## config.mk

```make
export PLATFORM = sky130hd
export DESIGN_NAME = nibble_packer
export DESIGN_NICKNAME = d
export VERILOG_FILES = /design/src/rtl/nibble_pkg.sv /design/src/rtl/byte_fifo.sv /design/src/rtl/nibble_packer.sv
export SDC_FILE = /design/constraint.sdc
export NUM_CORES = 1
export LEC_CHECK = 0
export BUFFER_PORTS_ARGS = -buffer_cell sky130_fd_sc_hd__buf_2
export CORE_ASPECT_RATIO = 1.25
export CORE_UTILIZATION = 35
export CTS_CLUSTER_SIZE = 24
export DETAILED_ROUTE_END_ITERATION = 12
export GPL_ROUTABILITY_DRIVEN = 0
export HOLD_SLACK_MARGIN = 0.1
export SLEW_MARGIN = 10
export SYNTH_ARGS = -nofsm -noshare
export SYNTH_HDL_FRONTEND = slang
export SYNTH_SLANG_ARGS = --single-unit
```

## constraint.sdc

```tcl
create_clock -name clk -period 2.5 [get_ports clk]
set_input_delay 0.375 -clock clk [delete_from_list [all_inputs] [get_ports clk]]
set_output_delay 0.375 -clock clk [all_outputs]
set_load 0.05 [all_outputs]
```

## src/rtl/nibble_pkg.sv

```systemverilog
// Shared widths and assembler state encoding for the nibble packer and its byte FIFO.
package nibble_pkg;
   localparam int NIB_W  = 4;
   localparam int BYTE_W = 8;

   typedef enum logic {
      ASM_EMPTY = 1'b0,
      ASM_HALF  = 1'b1
   } asm_state_e;

   function automatic logic [BYTE_W-1:0] pack_byte(input logic [NIB_W-1:0] hi,
                                                   input logic [NIB_W-1:0] lo);
      return {hi, lo};
   endfunction
endpackage

```

## src/rtl/byte_fifo.sv

```systemverilog
// Byte FIFO with registered head, occupancy count and full flag; the caller
// guarantees push is only asserted when there is room (or a pop frees a slot).
module byte_fifo
   import nibble_pkg::*;
#(
   parameter  int DEPTH = 4,
   localparam int CW    = $clog2(DEPTH) + 1,
   localparam int AW    = $clog2(DEPTH)
) (
   input  logic              clk,
   input  logic              rst_n,
   input  logic              push,
   input  logic [BYTE_W-1:0] push_data,
   input  logic              pop,
   output logic [BYTE_W-1:0] head,
   output logic [CW-1:0]     count,
   output logic              full
);

   localparam logic [CW-1:0] FULL_CNT = CW'(DEPTH);

   logic [BYTE_W-1:0] mem_q [DEPTH];
   logic [BYTE_W-1:0] mem_d [DEPTH];
   logic [AW-1:0]     wr_ptr_q, wr_ptr_d;
   logic [AW-1:0]     rd_ptr_q, rd_ptr_d;
   logic [CW-1:0]     count_q, count_d;
   logic              pop_ok;

   assign pop_ok = pop && (count_q != '0);

   // Pointers are exactly log2(DEPTH) bits, so increment wraps modulo DEPTH.
   always_comb begin
      mem_d    = mem_q;
      wr_ptr_d = wr_ptr_q;
      rd_ptr_d = rd_ptr_q;
      count_d  = count_q;
      if (push) begin
         mem_d[wr_ptr_q] = push_data;
         wr_ptr_d        = wr_ptr_q + 1'b1;
      end
      if (pop_ok) begin
         rd_ptr_d = rd_ptr_q + 1'b1;
      end
      if (push && !pop_ok) begin
         count_d = count_q + 1'b1;
      end else if (!push && pop_ok) begin
         count_d = count_q - 1'b1;
      end
   end

   always_ff @(posedge clk or negedge rst_n) begin
      if (!rst_n) begin
         for (int i = 0; i < DEPTH; i++) begin
            mem_q[i] <= '0;
         end
         wr_ptr_q <= '0;
         rd_ptr_q <= '0;
         count_q  <= '0;
      end else begin
         mem_q    <= mem_d;
         wr_ptr_q <= wr_ptr_d;
         rd_ptr_q <= rd_ptr_d;
         count_q  <= count_d;
      end
   end

   assign head  = mem_q[rd_ptr_q];
   assign count = count_q;
   assign full  = (count_q == FULL_CNT);

endmodule

```

## src/rtl/nibble_packer.sv

```systemverilog
// Pairs strobed nibbles into bytes (first nibble in the high half), with flush
// of a pending half-byte, and buffers them for a valid/ready consumer.
module nibble_packer
   import nibble_pkg::*;
#(
   parameter  int DEPTH = 4,
   localparam int CW    = $clog2(DEPTH) + 1
) (
   input  logic              clk,
   input  logic              rst_n,
   input  logic [NIB_W-1:0]  nib_in,
   input  logic              nib_valid,
   input  logic              flush,
   output logic [BYTE_W-1:0] byte_out,
   output logic              byte_valid,
   input  logic              byte_ready,
   output logic              full,
   output logic              overflow,
   output logic [CW-1:0]     count
);

   asm_state_e        state_q, state_d;
   logic [NIB_W-1:0]  hi_q, hi_d;
   logic              overflow_q, overflow_d;
   logic              push_req;
   logic [BYTE_W-1:0] push_byte;
   logic              push_ok;
   logic              pop;
   logic              fifo_full;
   logic [CW-1:0]     fifo_count;

   // byte_valid/byte_ready: a byte transfers on every rising edge where both are
   // high; byte_valid comes only from registered occupancy, never from byte_ready.
   assign byte_valid = (fifo_count != '0);
   assign pop        = byte_valid && byte_ready;
   assign push_ok    = push_req && (!fifo_full || pop);

   always_comb begin
      state_d   = state_q;
      hi_d      = hi_q;
      push_req  = 1'b0;
      push_byte = '0;
      case (state_q)
         ASM_EMPTY: begin
            if (nib_valid) begin
               hi_d    = nib_in;
               state_d = ASM_HALF;
            end
         end
         ASM_HALF: begin
            // A strobe wins over a same-cycle flush, so no padded byte is made.
            if (nib_valid) begin
               push_req  = 1'b1;
               push_byte = pack_byte(hi_q, nib_in);
               state_d   = ASM_EMPTY;
            end else if (flush) begin
               push_req  = 1'b1;
               push_byte = pack_byte(hi_q, '0);
               state_d   = ASM_EMPTY;
            end
         end
         default: state_d = ASM_EMPTY;
      endcase
      overflow_d = overflow_q | (push_req && !push_ok);
   end

   always_ff @(posedge clk or negedge rst_n) begin
      if (!rst_n) begin
         state_q    <= ASM_EMPTY;
         hi_q       <= '0;
         overflow_q <= 1'b0;
      end else begin
         state_q    <= state_d;
         hi_q       <= hi_d;
         overflow_q <= overflow_d;
      end
   end

   byte_fifo #(.DEPTH(DEPTH)) u_fifo (
      .clk       (clk),
      .rst_n     (rst_n),
      .push      (push_ok),
      .push_data (push_byte),
      .pop       (pop),
      .head      (byte_out),
      .count     (fifo_count),
      .full      (fifo_full)
   );

   assign full     = fifo_full;
   assign count    = fifo_count;
   assign overflow = overflow_q;

endmodule

```

==> out/metrics.yaml <==
status: "finished clean"
slew_violations: 0
critPathKind: "register to register"
r2r_start: "u_fifo.count[1]$_DFFE_PN0P_"
crit_chain: "or4b_1 > and2_1 > ha_1 > inv_1 > fa_1 > mux2_2"
grt_pass1_vias: 1397
yosysSeqAreaShare_pct: 54.15
synth_cell_types: 27
start_util_pct: 35.98
drtAntennaViolNets: 0
ioPinCount: 23
dr_total_vias: 1205
viasPerCell: 5.262
drc: 0
max-vdd-ir-drop_v: 0.0007646
whs_ps: 329.3
setup_viol: 0
cp-end-kind: "register"
grt_setup_unrepaired: "no"
tightest_slew_ps: 581.1
cp-start-kind: "register"
syn_nets: 147
synth_area_per_cell_sq_um: 15.75
yosysTopAreaCellShare_pct: 54.15
layout-drive-gt1-share_pct: 50.31
cts_buffer_depth: 2
synthFlopType: "dfrtp_1"
crit_family: "simple AND/OR/NAND/NOR gates"
finalCritPeriodShare_pct: 91.32
yosys.cell_count.top_type: "dfrtp_1"
grt_pass1_wl_mm: 7.176
cts_buffers: 5
crit_slowest_cell: "or4b_1"
dp_hpwl_mm: 2.981
pwr_density_cell_nw_per_um2: 1419
portBuffers: 22
hold_violations: 0
dieArea_sq_um: 6255
die_y_microns: 88.18
antenna_cells: 0
die_w_microns: 70.94
holdCritStartpoint: "nib_in[0]"
area_growth_syn_to_layout_pct: 15.76
ys_async_sr_fraction_pct: 100.0
clk_transition_reported_paths_ps: 80
htreeDepth: 2
worstSkewPairLatency_ps: 290
yosysWarnings: 0
cts_tree: "yes"
worstPathMaxFanout: 6
cpPeakStageDelay_ps: 540
layout_setup_ws_ps: 216.9
ys_seq_elements: 45
first_pass_iters: 6
synth_edf_count: 0
min_period_ps: 2283
routedWlPerCell_microns: 18.18
crit_path_start: "u_fifo.count[1]$_DFFE_PN0P_"
synthCells: 132
antenna_found_initial: 0
post_cts_resized: 0
pre_cts_slack_ps: 211.9
place_inst: 220
grt_max_degree: 28
gr-total-overflow: 0
synth_top_cell_by_area: "dfrtp_1"
worst-path-buf-inv: 1
nets: 177
drt-initial-drc-count: 39
slew_headroom_pct: 61.26
clock.fmax_ghz: 0.4380
final_cells: 229
grt_util_all_layers_pct: 15.64
wirelength_mm: 4.163
synth.top_cells.by_count: "45 x dfrtp_1, 34 x mux2_2, 8 x mux4_2, 5 x ha_1"
hold_class: "primary input to register"
leakagePower_nw: 1.110
required_ps: 2680
cts-root-buf: "clkbuf_8"
synth_area_leaders: "dfrtp_1 54%, mux2_2 18%, mux4_2 8.7%, nand3_4 3.4%, ha_1 3.0%"
setup_tns_ps: 0
row_count: 31
core_sq_um: 5779
finalClockSkew_ps: 4.994
syn-cell-area_sq_um: 2079
cp.arrival_ps: 2460
clock-sinks: 45
maxCapViolations: 0
## metal layers
metal | part of all wire (%) | GRT usage [%] | vias up | routed length, microns
met5 | 0 | 0 | - | 0
met4 | 2.5 | 6.545 | 0 | 104
met3 | 3.7 | 3.682 | 10 | 153
met2 | 52 | 27.10 | 30 | 2165
met1 | 42 | 18.80 | 628 | 1740
li1 | - | - | 537 | -
## per-stage QoR
stage / total power (W) / utilization [%] / cell area, sq um
2_1_floorplan: 0.002520 / - / 2083
3_3_place_gp: 0.002792 / 39.47 / 2281
3_5_place_dp: 0.002889 / 39.47 / 2281
4_1_cts: 0.003461 / 41.65 / 2407
5_1_grt: 0.003624 / 41.65 / 2407
6_report: 0.003416 / 41.65 / 2407
## worst register-to-register path, stage by stage (launching register included)
cell and delay, ps:
dfrtp_2 440, or4b_1 540, and2_1 190, ha_1 250, inv_1 80, fa_1 410, mux2_2 260
## layout by cell type (no fill, tap or decap), drive strengths merged
cell | Yosys | layout
nor2 | 2 | 2
nand3 | 6 | 6
nor2b | 1 | 1
or3 | 1 | 1
nor3b | 1 | 1
and3 | 4 | 4
mux4 | 8 | 8
dfrtp | 45 | 45
xnor2 | 4 | 4
nand2 | 1 | 1
inv | 3 | 3
o21a | 1 | 1
mux2 | 37 | 37
ha | 5 | 5
fa | 1 | 1
o21bai | 1 | 1
clkbuf | 0 | 7
dlygate4sd3 | 0 | 1
xor2 | 2 | 2
a21o | 1 | 1
or4b | 1 | 1
buf | 4 | 26
o21ai | 2 | 2
bufinv | 0 | 1
and2 | 1 | 1
## logic make-up (layout without fill, tap and decap cells)
group,count (synthesis),in the layout,share of synthesized area (%)
and+or+nand+nor,18,18,7.341
xor gates and xnor gates,6,6,2.527
muxes,45,45,28.70
buffers and inverters,7,38,1.745
adders and majority gates,6,6,3.971
AOI/OAI and AO/OA,5,5,1.564
DFF,45,45,54.15
## power by group
part	switching, W	total [W]	internal [W]
Clock	0.000234	0.000560	0.000326
Combinational	0.000890	0.00153	0.000636
Sequential	0.000278	0.00133	0.00105
Total	0.00140	0.00342	0.00201
## state kept, by name, indices dropped and copies added (netlist names)
signal and flops:
state_q 1, u_fifo.wr_ptr_q 2, u_fifo.count 3, u_fifo.mem_q 32, overflow 1, u_fifo.rd_ptr_q 2, hi_q 4
## final cells by class
class | count | area, sq um
Multi-Input combinational cell | 80 | 917.1
Sequential cell | 45 | 1130
Timing Repair Buffer | 27 | 150.1
Fill cell | 559 | 3372
Inverter | 3 | 11.26
Clock buffer | 7 | 86.33
Tap cell | 66 | 82.58
Clock inverter | 1 | 30.03
## final timing paths
kind	cells past startpoint	end	slack, ps
worst min register to register	1	overflow$_DFF_PN0_	490
max in group asynchronous	3	u_fifo.rd_ptr_q[1]$_DFFE_PN0P_	1230
worst min-delay path	2	hi_q[0]$_DFFE_PN0P_	330
worst max register to register	6	u_fifo.count[1]$_DFFE_PN0P_	220
worst max-delay path	6	u_fifo.count[1]$_DFFE_PN0P_	220
min in group asynchronous	2	u_fifo.mem_q[17]$_DFFE_PN0P_	560
## timing repair
item                       4_1_cts  5_1_grt
setup endpoints to repair        0        0
buffers inserted                 0        0
hold endpoints to repair        18        0
hold buffers                     1        0
Power figures use the tool's default switching activity.
